**src/rtl/microc_stk.sv**
```systemverilog
// microc_stk: single-cycle microcontroller datapath with a hardware return-address stack.
// Latency: fetch fields and ALU are combinational; every architectural update commits at one rising edge.
// Backpressure: none, one instruction retires per clock. Optional carry flag under MICROC_CARRY_EN.
module microc_stk #(
    parameter int DWIDTH      = 8,
    parameter int PC_W        = 10,
    parameter int IW          = 16,
    parameter int NPORTS      = 4,
    parameter int STACK_DEPTH = 8
) (
    input  logic                       clk,
    input  logic                       reset,
    input  logic [IW-1:0]              instr,
    input  logic                       s_inc,
    input  logic                       s_inm,
    input  logic                       we3,
    input  logic                       s_e,
    input  logic                       s_s,
    input  logic                       s_src,
    input  logic                       s_call,
    input  logic                       s_ret,
    input  logic [2:0]                 op,
    input  logic [NPORTS*DWIDTH-1:0]   d_in,
    output logic [PC_W-1:0]            pc,
    output logic [5:0]                 opcode,
    output logic                       zero,
    output logic [NPORTS*DWIDTH-1:0]   d_out,
    output logic                       stk_ovf,
    output logic                       stk_unf
`ifdef MICROC_CARRY_EN
    ,
    output logic                       carry
`endif
);

    localparam int PSW = $clog2(NPORTS);
    localparam int SPW = $clog2(STACK_DEPTH + 1);
    localparam int SIW = $clog2(STACK_DEPTH);
    localparam logic [PC_W-1:0] PC_ONE  = 1;
    localparam logic [SPW-1:0]  SP_ONE  = 1;
    localparam logic [SPW-1:0]  SP_FULL = SPW'(STACK_DEPTH);

    // Instruction fields; they deliberately overlap, the control unit picks which one matters.
    logic [3:0]        wa, ra1, ra2;
    logic [DWIDTH-1:0] imm, oimm;
    logic [PC_W-1:0]   target;
    logic [PSW-1:0]    port;

    assign wa     = instr[IW-1 -: 4];
    assign ra2    = instr[IW-5 -: 4];
    assign ra1    = instr[IW-9 -: 4];
    assign imm    = instr[IW-5 -: DWIDTH];
    assign oimm   = instr[IW-1 -: DWIDTH];
    assign target = instr[IW-1 -: PC_W];
    assign port   = instr[6 +: PSW];
    assign opcode = instr[5:0];

    logic [DWIDTH-1:0] rf    [16];
    logic [DWIDTH-1:0] din_a [NPORTS];
    logic [DWIDTH-1:0] out_q [NPORTS];
    logic [DWIDTH-1:0] rd1, rd2, alu_res, wb_dat;
    logic [DWIDTH:0]   sum, diff;
    logic              flag_ld;

    for (genvar k = 0; k < NPORTS; k++) begin : g_ports
        assign din_a[k]                  = d_in[k*DWIDTH +: DWIDTH];
        assign d_out[k*DWIDTH +: DWIDTH] = out_q[k];
    end

    // r0 is hard-wired to zero on both read ports
    assign rd1 = (ra1 == 4'd0) ? '0 : rf[ra1];
    assign rd2 = (ra2 == 4'd0) ? '0 : rf[ra2];

    // One extra bit on add/sub exposes carry-out and borrow
    assign sum  = {1'b0, rd1} + {1'b0, rd2};
    assign diff = {1'b0, rd1} - {1'b0, rd2};

    // ALU, all results modulo 2^DWIDTH
    always_comb begin
        alu_res = rd1;
        case (op)
            3'b000:  alu_res = rd1;
            3'b001:  alu_res = ~rd1;
            3'b010:  alu_res = sum[DWIDTH-1:0];
            3'b011:  alu_res = diff[DWIDTH-1:0];
            3'b100:  alu_res = rd1 & rd2;
            3'b101:  alu_res = rd1 | rd2;
            3'b110:  alu_res = -rd1;
            default: alu_res = -rd2;
        endcase
    end

    assign wb_dat  = s_e ? din_a[port] : (s_inm ? imm : alu_res);
    assign flag_ld = we3 & ~s_e & ~s_inm;

    // Register file write; r0 writes are dropped so it stays zero
    always_ff @(posedge clk or negedge reset) begin
        if (!reset) begin
            for (int i = 0; i < 16; i++) rf[i] <= '0;
        end else if (we3 && (wa != 4'd0)) begin
            rf[wa] <= wb_dat;
        end
    end

    // Output port latch; unselected ports hold
    always_ff @(posedge clk or negedge reset) begin
        if (!reset) begin
            for (int i = 0; i < NPORTS; i++) out_q[i] <= '0;
        end else if (s_s) begin
            out_q[port] <= s_src ? rd2 : oimm;
        end
    end

    // Zero flag only follows ALU write-backs
    always_ff @(posedge clk or negedge reset) begin
        if (!reset)       zero <= 1'b0;
        else if (flag_ld) zero <= (alu_res == '0);
    end

`ifdef MICROC_CARRY_EN
    logic carry_nxt;
    assign carry_nxt = (op == 3'b010) ? sum[DWIDTH] :
                       (op == 3'b011) ? ~diff[DWIDTH] : 1'b0;

    // Carry shares the zero flag's load condition
    always_ff @(posedge clk or negedge reset) begin
        if (!reset)       carry <= 1'b0;
        else if (flag_ld) carry <= carry_nxt;
    end
`else
    logic unused_carry_bits;
    assign unused_carry_bits = sum[DWIDTH] ^ diff[DWIDTH];
`endif

    // Return stack and PC sequencing
    logic [PC_W-1:0] stk [STACK_DEPTH];
    logic [SPW-1:0]  sp_q, sp_m1;
    logic [PC_W-1:0] pc_inc, pc_nxt;
    logic            stk_full, stk_empty, do_push, do_pop, set_ovf, set_unf;

    assign stk_full  = (sp_q == SP_FULL);
    assign stk_empty = (sp_q == '0);
    assign sp_m1     = sp_q - SP_ONE;
    assign pc_inc    = pc + PC_ONE;

    // Call beats ret; an empty-stack ret falls through to PC+1
    always_comb begin
        pc_nxt  = pc_inc;
        do_push = 1'b0;
        do_pop  = 1'b0;
        set_ovf = 1'b0;
        set_unf = 1'b0;
        if (s_call) begin
            pc_nxt  = target;
            do_push = ~stk_full;
            set_ovf = stk_full;
        end else if (s_ret && !stk_empty) begin
            pc_nxt  = stk[sp_m1[SIW-1:0]];
            do_pop  = 1'b1;
        end else if (s_ret) begin
            pc_nxt  = pc_inc;
            set_unf = 1'b1;
        end else if (s_inc) begin
            pc_nxt  = pc_inc;
        end else begin
            pc_nxt  = target;
        end
    end

    // PC, stack pointer and sticky stack flags
    always_ff @(posedge clk or negedge reset) begin
        if (!reset) begin
            pc      <= '0;
            sp_q    <= '0;
            stk_ovf <= 1'b0;
            stk_unf <= 1'b0;
        end else begin
            pc <= pc_nxt;
            if (do_push)     sp_q <= sp_q + SP_ONE;
            else if (do_pop) sp_q <= sp_m1;
            if (set_ovf) stk_ovf <= 1'b1;
            if (set_unf) stk_unf <= 1'b1;
        end
    end

    // Stack storage needs no reset: entries above sp are never read
    always_ff @(posedge clk) begin
        if (do_push) stk[sp_q[SIW-1:0]] <= pc_inc;
    end

endmodule

```
**config.mk**
```make
export PLATFORM = sky130hd
export DESIGN_NAME = microc_stk
export DESIGN_NICKNAME = d
export VERILOG_FILES = /design/src/rtl/microc_stk.sv
export SDC_FILE = /design/constraint.sdc
export NUM_CORES = 1
export LEC_CHECK = 0
export CORE_MARGIN = 5
export CORE_UTILIZATION = 43
export CTS_CLUSTER_DIAMETER = 40
export CTS_CLUSTER_SIZE = 28
export DETAILED_ROUTE_END_ITERATION = 7
export PLACE_DENSITY = 0.72
export SYNTH_ARGS = -nofsm -noshare
export SYNTH_HDL_FRONTEND = slang
export SYNTH_SLANG_ARGS = --single-unit
```
**constraint.sdc**
```tcl
create_clock -name clk -period 12 [get_ports clk]
set_input_delay 2.4 -clock clk [delete_from_list [all_inputs] [get_ports clk]]
set_output_delay 2.4 -clock clk [all_outputs]
set_load 0.03 [all_outputs]
```
Yosys cells after proc, flatten, opt, wreduce, memory -nomap -nowiden. Memories as Yosys holds them, arrays and structs flattened. Cells that the tools add are included.

Memories: 1. Register bits: 177. RAM bits: 80.

Memories: stk (depth 8, width 10, read ports 1, clocked after Yosys merged registers in 0, write ports 1, RTL line 136) `logic [PC_W-1:0] stk [STACK_DEPTH];`.

$add $sub $neg: 7. Mux-type cells: 36. Bitwise operators: 12. $lt $le $gt $ge: 6. Reductions and logical operators: 12. Equal/unequal tests: 7.

Operators by type and width (number): bitwise mux 128 bit (1); two-way mux 8 bit (13); binary-select mux 8 bit (select 4 bit) (2); case mux 8 bit (7 select lines) (1); two-way mux 10 bit (4); bitwise mux 32 bit (1); demux 8 bit (select 4 bit) (1); binary-select mux 8 bit (select 2 bit) (1); demux 8 bit (select 2 bit) (1); negation 8 bit (2); greater-or-equal comparator 5 bit, second input constant (3); NOT 4 -> 5 bit (3); logical NOT 4 bit (3); adder 10 x 1 -> 10 bit, second input constant (1); equality test 3 bit, second input constant (3); two-way mux 1 bit (9); adder 8 bit (1); bitwise AND 8 bit (1); logical NOT 8 bit (1); two-way mux 4 bit (2); NOT 8 bit (1); OR 8 bit (1); subtractor 8 bit (1); equality test 3 x 2 -> 1 bit, second input constant (2); other kinds (15) (21).

Longest topological paths before layout. Gate-level depths: netlist (run 1).

Depth in word-level cells: 10. Depth in mapped cells: 22. Gate-level depth less buffers: 18.

Worst setup path before layout (run 1). Ideal clock, no wire load.

Path type: input port to flip-flop. From: input instr[9]. To: register rf[95] (netlist bit). Setup time: 0.083 ns. Data required time: 11.917 ns. Path buffers: 4. Stages on the path: 21. Arrival time: 6.215 ns. Path slack: 5.702 ns. Cell sequence: buf_6 > buf_6 > buf_6 > inv_1 > a21oi_2 > nand3_1 > o21ai_1 > inv_1 > ha_1 > a21oi_1 > ha_1 > nor2b_1 > o21a_1 > o211ai_1 > a31o_2 > a21oi_1 > or4_1 > a21boi_2 > o21ai_2 > buf_6 > a31oi_1.

Word-level cells in the longest chain between the ends: 10. Elaborated cells between the ends (all ways): 15.

Ends and longest elaborated chain: start, declared (RTL line 13) `input logic [IW-1:0] instr,`; NOT 4 -> 5 bit (not written as such) (RTL line 72) `assign rd2 = (ra2 == 4'd0) ? '0 : rf[ra2];`; binary-select mux 8 bit (select 4 bit) (RTL line 72); two-way mux 8 bit (not written as such) (2 in series) (RTL line 72); two-way mux 8 bit * (RTL line 72); negation 8 bit (tied with other cells) (RTL line 89) `default: alu_res = -rd2;`; case mux 8 bit (7 select lines) * (RTL line 81) `case (op)`; two-way mux 8 bit * (2 in series) (RTL line 93) `assign wb_dat = s_e ? din_a[port] : (s_inm ? imm : alu_res);`; bitwise mux 128 bit * (RTL line 101) `rf[wa] <= wb_dat;`; end signal, assigned by index (RTL line 101); end, declared (RTL line 58) `logic [DWIDTH-1:0] rf [16];`.

Mark *: on every way between the ends. The rest lies on a longest branch, timed or not. The select of a mux whose other input is x is not followed. A chain may end at the register's enable or synchronous reset.

Worst setup path after layout (run 1).
From: input instr[9]. To: register rf[15] (netlist bit).

Same word-level chain as after synthesis.

==> results of run 1 <==
## worst paths after layout
check	endpoint	slack, ps
min reg2reg	rf[121]$_DFFE_PN0P_	380
max in group asynchronous	d_out[11]$_DFFE_PN0P_	8410
min	rf[121]$_DFFE_PN0P_	380
max reg2reg	rf[15]$_DFFE_PN0P_	7170
min in group asynchronous	rf[24]$_DFFE_PN0P_	1970
max	rf[15]$_DFFE_PN0P_	4480
## final cells by class
cell class,count,area share (%)
Timing Repair Buffer,132,7.65
Multi-Input combinational cell,840,39.6
Sequential cell,255,42.0
Tap cell,402,3.12
Clock buffer,42,5.85
Inverter,26,0.605
Clock inverter,21,1.13
## per-layer routing
| metal | share of wire (%) | global-route usage (%) | vias to the layer above |
|---|---|---|---|
| met3 | 9.1 | 4.50 | 87 |
| met1 | 42 | 30.6 | 5172 |
| met4 | 2.7 | 6.00 | 0 |
| met2 | 47 | 35.8 | 570 |
| met5 | 0 | 0 | - |
| li1 | - | - | 4646 |
## metrics by stage
step / utilization (%) / setup WS (ps)
2_1_floorplan: - / 5700
3_3_place_gp: 47.6 / 4130
3_5_place_dp: 47.6 / 4030
4_1_cts: 51.1 / 4570
5_1_grt: 51.1 / 4110
6_report: 51.1 / 4480
## state kept, by name, summed over array words and instances (netlist names)
| signal | count |
|---|---|
| sp_q | 4 |
| stk_ovf | 1 |
| zero | 1 |
| d_out | 32 |
| stk | 80 |
| pc | 10 |
| stk_unf | 1 |
| rf | 126 |
## logic make-up (layout without fill, tap and decap cells)
group | count (synthesis) | in the layout | synth area share (%)
fa+ha+maj | 15 | 15 | 1.42
compound gates | 311 | 311 | 14.9
mux | 136 | 136 | 16.7
buf+inv | 114 | 221 | 4.05
simple gates | 355 | 355 | 12.1
flops | 255 | 255 | 49.4
xor+xnor | 23 | 23 | 1.47
## placed cells by master, fill, tap and decap left out, types with 7 or more instances in the layout
cell,netlist,layout
xor2_1,7,7
ha_1,14,14
a21oi_2,14,14
nor2_1,144,144
edfxtp_1,80,80
nand2b_1,10,10
nor3_1,14,14
mux2i_1,40,40
buf_4,9,29
a221oi_1,11,11
nor2b_1,21,21
a22oi_1,12,12
mux2_2,25,25
a31oi_1,12,12
xnor2_1,16,16
a21oi_1,100,100
nand3_1,20,20
clkbuf_16,0,36
dfrtp_1,175,175
inv_1,20,20
clkdlybuf4s50_1,0,99
nand2_1,101,101
o21ai_0,79,79
mux4_2,69,69
## worst max-delay path: cells and delay by family
kind / cells / cell delay (ps)
compound gates: 8 / 2090
xor+xnor: 1 / 70
fa+ha+maj: 2 / 680
buf+inv: 3 / 1200
mux: 1 / 580
simple gates: 4 / 800
## power breakdown
group | internal, mW | total, mW | switching (mW) | leakage (nW)
clock network | 0.579 | 0.992 | 0.413 | 0.551
registers | 1.14 | 1.27 | 0.139 | 2.82
logic | 0.520 | 1.20 | 0.676 | 2.94
==> impl_metrics.yaml, run 1 <==
outcome:
  status: "finished, final reports clean"
place:
  portBuffers: 103
  gp_congestion: 0.947
  place_area_um2: 15000
  dp_hpwl_mm: 27.7
  place_inst: 1655
routing:
  wl_mm: 39.6
  first_pass_iters: 6
  via_per_inst: 6.10
  final_antenna_net_count: 0
  wl_per_cell_um: 23.1
  via_count: 10500
  drt_iter0_markers: 1225
  drc: 0
logic_synthesis:
  synth_area_um2: 13700
  yosysMostFrequentCell: "dfrtp_1"
  syn_avg_cell_area_um2: 11.4
  ys_top_cells_by_count: "175 x dfrtp_1, 144 x nor2_1, 101 x nand2_1, 100 x a21oi_1, 80 x edfxtp_1"
  netlist-cell-type-count: 81
  synthesis.nets: 1285
  synth-seq-cells: 255
  synthesis.instances: 1209
  yosys_warnings: 0
  synth_top_cell_by_area: "dfrtp_1"
  synth_top_area_share_pct: 31.9
  synth_edf_count: 80
  async_reset_ff_share_pct: 68.6
  synth_flop_cell: "dfrtp_1"
  ys_seq_area_share_pct: 49.4
  yosys-top-cells-area: "dfrtp_1 32%, edfxtp_1 17%, mux4_2 11%"
sta:
  rsz0062_at_grt: "no"
  min_period_ps: 7520
  tightest_slew_ps: 1260
  hold_viol_final: 0
  slew_viol_final: 0
  hold_ws_ps: 378
  setup_viol: 0
  finalCritPeriodShare_pct: 62.7
  clock-skew-final_ps: 19.9
  relSlewSlack_pct: 13.3
  tns_ps: 0
  fmax_mhz: 133
grt:
  grt_overflow: 0
  grt_pass1_vias: 10500
  grt_usage_pct: 22.1
  antenna_found_initial: 0
  grt_max_degree: 98
  grt_first_pass_wirelength_mm: 62.0
floorplanning:
  dieArea_um2: 35600
  initial_core_util_pct: 43.5
  fp.dieH_um: 189
  boundaryPins: 112
  core_area_um2: 31600
  die_w_um: 189
  num_rows: 65
finish:
  drive_above_1_share_pct: 18.3
  layout.nets: 1366
  regArea_um2: 6780
  final_cell_area_um2: 16100
  fin_cells: 1718
  fillCellCount: 2740
  antenna_cells: 0
  multi_input_area_um2: 6390
  area_growth_pct: 17.5
critical_path:
  criticalPathCategory: "input pin to flop"
  startpoint: "instr[9]"
  worstSetupEndpointType: "flop"
  r2r_cells: 17
  arrival_ps: 7860
  rr_startpoint: "rf[16]$_DFFE_PN0P_"
  crit_slowest_cell: "o21ai_2"
  max_stage_delay_ps: 680
  start_kind: "input pin"
  critPathMaxFanout: 25
  path_cells: "buf_2 -> buf_4 -> mux4_2 -> o22ai_1 -> nor2_1 -> inv_1 -> ha_1 -> nand2_1 -> nor3_1 -> a21o_1 -> xnor2_1 -> ha_1 -> o21ai_0 -> a31o_2 -> and3_1 -> o22ai_1 -> a21boi_2 -> o21ai_2 -> a31oi_1"
  cp.required_ps: 12340
clock_tree:
  ctsLongestPathBuffers: 3
  holdBufCountCts: 0
  clk_latency_ps: 520
  cts_tree: "done"
  clk_pin_slew_ps: 60
  numCtsBuffers: 35
  cts_setup_buffers: 0
  htreeDepth: 2
  cts_root_buffer: "clkbuf_16"
  clock-sinks: 255
  ctsResizeCount: 0
flow_run:
  max_cap_viol_count: 0
min_path:
  whs_path_depth: 0
  hold_start: "rf[121]$_DFFE_PN0P_"
  hp-class: "flop to flop"
power_and_ir_drop:
  vdd_drop_max_mv: 0.129
  p_leak_nw: 6.32
  powerDensity_nw_per_um2: 215
  power_mw: 3.46
Power figures use the tool's default switching activity.
==> run 2: changes to the inputs <==
Clock period 12 ns to 7.75 ns, I/O delays scaled along.
==> impl_metrics.yaml, run 2 (synthesis gave the netlist of run 1 again) <==
outcome:
  status: "finished, final reports clean"
routing:
  via_count: 10500
  final_antenna_net_count: 0
  wl_per_cell_um: 22.7
  drt_iter0_markers: 1179
  wl_mm: 38.9
  first_pass_iters: 6
  drc: 0
  via_per_inst: 6.11
power_and_ir_drop:
  switchingPower_mw: 1.86
  pwr-share-seq_pct: 36.8
  p_sw_share_pct: 34.9
  vdd_drop_max_mv: 0.316
  comb_power_share_pct: 34.5
  intPower_mw: 3.48
  p_clk_share_pct: 28.7
  powerDensity_nw_per_um2: 330
  p_leak_nw: 6.31
clock_tree:
  cts_setup_buffers: 0
  numCtsBuffers: 34
  ctsResizeCount: 0
  cts_tree: "done"
  clk_latency_ps: 520
  ctsLongestPathBuffers: 3
  htreeDepth: 2
  clk_pin_slew_ps: 60
  holdBufCountCts: 0
  cts_root_buffer: "clkbuf_16"
  clock-sinks: 255
grt:
  grt_max_degree: 99
  grt_usage_pct: 21.5
  grt_overflow: 0
  antenna_found_initial: 1
  grt_first_pass_wirelength_mm: 60.4
  grt_pass1_vias: 10300
sta:
  hold_viol_final: 0
  rsz0062_at_grt: "no"
  tns_ps: 0
  relSlewSlack_pct: 19.0
  fmax_mhz: 154
  finalCritPeriodShare_pct: 84.0
  tightest_slew_ps: 1210
  slew_viol_final: 0
  min_period_ps: 6510
  hold_ws_ps: 378
  clock-skew-final_ps: 19.6
  setup_viol: 0
floorplanning:
  fp.dieH_um: 189
  die_w_um: 189
  dieArea_um2: 35600
  initial_core_util_pct: 43.5
  boundaryPins: 112
  num_rows: 65
  core_area_um2: 31600
finish:
  drive_above_1_share_pct: 18.3
  area_growth_pct: 17.7
  layout.nets: 1364
  layout_commonest_cell: "dfrtp_1"
  largest_reg_flops: 126
  antenna_cells: 0
  fillCellCount: 2699
  largest_register: "rf"
  fin_util_pct: 51.2
  final_cell_area_um2: 16200
  final_cell_mix: "175 x dfrtp_1, 141 x nor2_1, 101 x nand2_1"
critical_path:
  rr_startpoint: "rf[0]$_DFFE_PN0P_"
  criticalPathCategory: "input pin to flop"
  critPathMaxFanout: 18
  start_kind: "input pin"
  cp.required_ps: 8100
  r2r_setup_slack_ps: 3120
  worstSetupEndpointType: "flop"
  arrival_ps: 6870
  r2r_cells: 17
  reg2reg_to: "rf[60]$_DFFE_PN0P_"
min_path:
  hp-class: "flop to flop"
  whs_path_depth: 0
  holdPathEnd: "rf[123]$_DFFE_PN0P_"
  hold_start: "rf[123]$_DFFE_PN0P_"
place:
  dp_hpwl_mm: 27.3
  place_area_um2: 15000
  gp_congestion: 1.03
  portBuffers: 103
flow_run:
  max_cap_viol_count: 0
[run 2: area by class of cell]
class / count / area [um2] / share of cell area (%)
Timing Repair Buffer: 131 / 1240 / 7.67
Clock inverter: 22 / 210 / 1.30
Tap cell: 402 / 503 / 3.11
Sequential cell: 255 / 6780 / 42.0
Inverter: 26 / 97.6 / 0.604
Multi-Input combinational cell: 840 / 6400 / 39.6
Clock buffer: 40 / 925 / 5.72
[run 2: metal layers]
layer / track usage, % / up-vias / share of wire (%)
li1: - / 4629 / -
met1: 29.4 / 5219 / 41
met2: 33.9 / 536 / 46
met3: 5.32 / 101 / 9.2
met4: 7.43 / 2 / 3.4
met5: 0 / - / 0.031
[run 2: worst max path at each step]
stage / from / cells after the start / slack [ps] / to
2_1_floorplan: instr[9] / 21 / 2300 / rf[95]$_DFFE_PN0P_
6_report: instr[10] / 19 / 1240 / rf[60]$_DFFE_PN0P_
4_1_cts: instr[10] / 19 / 1440 / rf[60]$_DFFE_PN0P_
5_1_grt: instr[10] / 19 / 950 / rf[60]$_DFFE_PN0P_
3_5_place_dp: instr[10] / 18 / 900 / rf[31]$_DFFE_PN0P_
3_3_place_gp: instr[10] / 19 / 1050 / rf[28]$_DFFE_PN0P_
[run 2: power groups by stage]
stage                     Combinational [mW]  Clock, mW  Sequential [mW]
final                                   1.84       1.53             1.96
after global routing                    1.99       1.62             2.00
after CTS                               1.84       1.56             1.96
after detailed placement                1.83          0             1.98
after global placement                  1.81          0             1.97
after floorplan                         1.20          0             2.03
[run 2: through the flow]
stage                     cells  power (mW)  worst slack (ps)
after global placement     1654        3.78              1050
after CTS                  1716        5.36              1440
after floorplan            1209        3.23              2300
after detailed placement   1654        3.81               905
final                      1716        5.34              1240
after global routing       1716        5.61               948
[run 2: critical path, stage by stage]
cell	delay [ps]
clkdlybuf4s50_1	1040
nor2_1	270
a21oi_2	380
nand3_1	110
o21ai_1	430
inv_1	140
ha_1	350
a21oi_1	190
xnor2_1	150
ha_1	290
a21o_1	190
a21oi_1	240
or3_1	150
a32oi_1	90
o221ai_1	100
o211ai_1	140
o21a_1	220
a21oi_2	580
o21ai_0	220
==> run 3: changes to the inputs <==
Settings changed: PLACE_DENSITY 0.72 to 0.74.
Clock period 7.75 ns to 5.9 ns, I/O delays scaled along.
==> impl_metrics.yaml, run 3 (synthesis gave the netlist of run 1 again) <==
place:
  portBuffers: 103
  gp_congestion: 0.990
  place_inst: 1682
  pre_cts_ws_ps: 189
  place_area_um2: 15300
  dp_hpwl_mm: 28.0
finish:
  largest_register: "rf"
  final_cell_mix: "175 x dfrtp_1, 144 x nor2_1, 101 x nand2_1"
  layout_commonest_cell: "dfrtp_1"
  antenna_cells: 0
  final_cell_area_um2: 16500
  drive_above_1_share_pct: 20.2
  fin_cells: 1746
  largest_reg_flops: 126
  area_growth_pct: 20.4
  layout.nets: 1393
power_and_ir_drop:
  p_sw_share_pct: 34.3
  powerDensity_nw_per_um2: 445
  vdd_drop_max_mv: 0.239
  switchingPower_mw: 2.52
  p_leak_nw: 6.54
  pwr-share-seq_pct: 35.2
  intPower_mw: 4.83
  p_clk_share_pct: 31.1
  comb_power_share_pct: 33.7
flow_run:
  max_cap_viol_count: 0
critical_path:
  rr_startpoint: "rf[9]$_DFFE_PN0P_"
  worstSetupEndpointType: "flop"
  r2r_cells: 16
  path_cells: "clkdlybuf4s50_1 -> buf_12 -> and2_1 -> a211oi_1 -> o22ai_1 -> nor2_1 -> inv_1 -> ha_1 -> a21oi_1 -> ha_1 -> nor2b_1 -> o21a_1 -> o211ai_1 -> a31o_2 -> a21oi_1 -> o22ai_1 -> a21boi_2 -> o21ai_2 -> a31oi_1"
  start_kind: "input pin"
  startpoint: "instr[10]"
  path_delay_family: "compound AO/OA/AOI/OAI gates"
  cp.required_ps: 6230
  max_stage_delay_ps: 660
  crit_buf_inv: 3
  r2r_setup_slack_ps: 1560
  arrival_ps: 5600
  reg2reg_to: "rf[7]$_DFFE_PN0P_"
  crit_slowest_cell: "o21ai_2"
  criticalPathCategory: "input pin to flop"
  critPathMaxFanout: 29
routing:
  via_per_inst: 6.11
  via_count: 10700
  drc: 0
  drt_iter0_markers: 969
  first_pass_iters: 5
  wl_per_cell_um: 22.5
  final_antenna_net_count: 0
  wl_mm: 39.4
clock_tree:
  numCtsBuffers: 35
  clk_pin_slew_ps: 70
  holdBufCountCts: 0
  clock-sinks: 255
  cts_setup_buffers: 0
  ctsResizeCount: 0
  ctsLongestPathBuffers: 3
  cts_tree: "done"
  cts_root_buffer: "clkbuf_16"
  htreeDepth: 2
  clk_latency_ps: 530
sta:
  tightest_slew_ps: 1280
  fmax_mhz: 190
  timing.final.ws_setup_ps: 633
  min_period_ps: 5270
  slew_viol_final: 0
  hold_ws_ps: 380
  setup_viol: 0
  relSlewSlack_pct: 14.3
  clock-skew-final_ps: 29.2
  hold_viol_final: 0
  tns_ps: 0
  finalCritPeriodShare_pct: 89.3
  rsz0062_at_grt: "no"
floorplanning:
  initial_core_util_pct: 43.5
  boundaryPins: 112
  dieArea_um2: 35600
  fp.dieH_um: 189
  core_area_um2: 31600
  num_rows: 65
  die_w_um: 189
min_path:
  holdPathEnd: "rf[125]$_DFFE_PN0P_"
  hp-class: "flop to flop"
  hold_start: "rf[125]$_DFFE_PN0P_"
  whs_path_depth: 0
grt:
  grt_first_pass_wirelength_mm: 61.2
  grt_overflow: 0
  grt_max_degree: 111
  grt_usage_pct: 21.7
  grt_pass1_vias: 10600
  antenna_found_initial: 0
outcome:
  status: "finished, final reports clean"
==> run 3: cell types whose count changed in the layout (fill, tap and decap cells not counted), sizes merged <==
cell | previous run | this run
buf | 32 | 60
bufinv | 1 | 6
clkinv | 17 | 14
==> run 3: metrics by stage <==
stage	total power [mW]	utilization (%)
after floorplan	4.25	-
after global placement	4.98	48.3
after detailed placement	5.06	48.3
after CTS	7.37	52.4
after global routing	7.70	52.4
final	7.36	52.4
==> run 3: final cells by class <==
type | instances | area [um2]
inverter | 26 | 97.6
sequential | 255 | 6780
timing repair buffer | 159 | 1480
clock buffer | 40 | 926
tap | 402 | 503
clock inverter | 24 | 359
multi-input combinational | 840 | 6390
fill | 2670 | 15000
==> run 3: worst max-delay path by stage <==
stage / endpoint / slack, ps / depth (start not counted)
after global placement: rf[7]$_DFFE_PN0P_ / 260 / 19
final: rf[7]$_DFFE_PN0P_ / 630 / 19
after detailed placement: rf[7]$_DFFE_PN0P_ / 190 / 19
after global routing: rf[31]$_DFFE_PN0P_ / 360 / 19
after CTS: rf[79]$_DFFE_PN0P_ / 710 / 19
after floorplan: rf[95]$_DFFE_PN0P_ / 820 / 21
==> run 3: power groups by stage <==
stage | Clock [mW] | Sequential, mW | Combinational (mW)
6_report | 2.28 | 2.59 | 2.48
5_1_grt | 2.40 | 2.63 | 2.66
4_1_cts | 2.31 | 2.58 | 2.48
3_5_place_dp | 0 | 2.61 | 2.45
3_3_place_gp | 0 | 2.59 | 2.40
2_1_floorplan | 0 | 2.67 | 1.57
==> run 3: per-layer routing <==
metal | global-route usage, % | up-vias | wire length [um]
li1 | - | 4693 | -
met1 | 28.9 | 5308 | 16000
met2 | 34.9 | 554 | 18300
met3 | 5.39 | 105 | 3700
met4 | 7.60 | 0 | 1370
met5 | 0 | - | 0
==> run 3: worst reg2reg max path, stage by stage, from the launching register on <==
cell and delay, ps:
dfrtp_1 380, mux4_2 470, mux2i_1 280, o21ai_1 160, inv_1 110, ha_1 250, a21oi_1 240, ha_1 280
nor2b_1 130, o21a_1 180, o211ai_1 260, a31o_2 220, a21oi_1 70, o22ai_1 200, a21boi_2 90, o21ai_2 660
a31oi_1 170
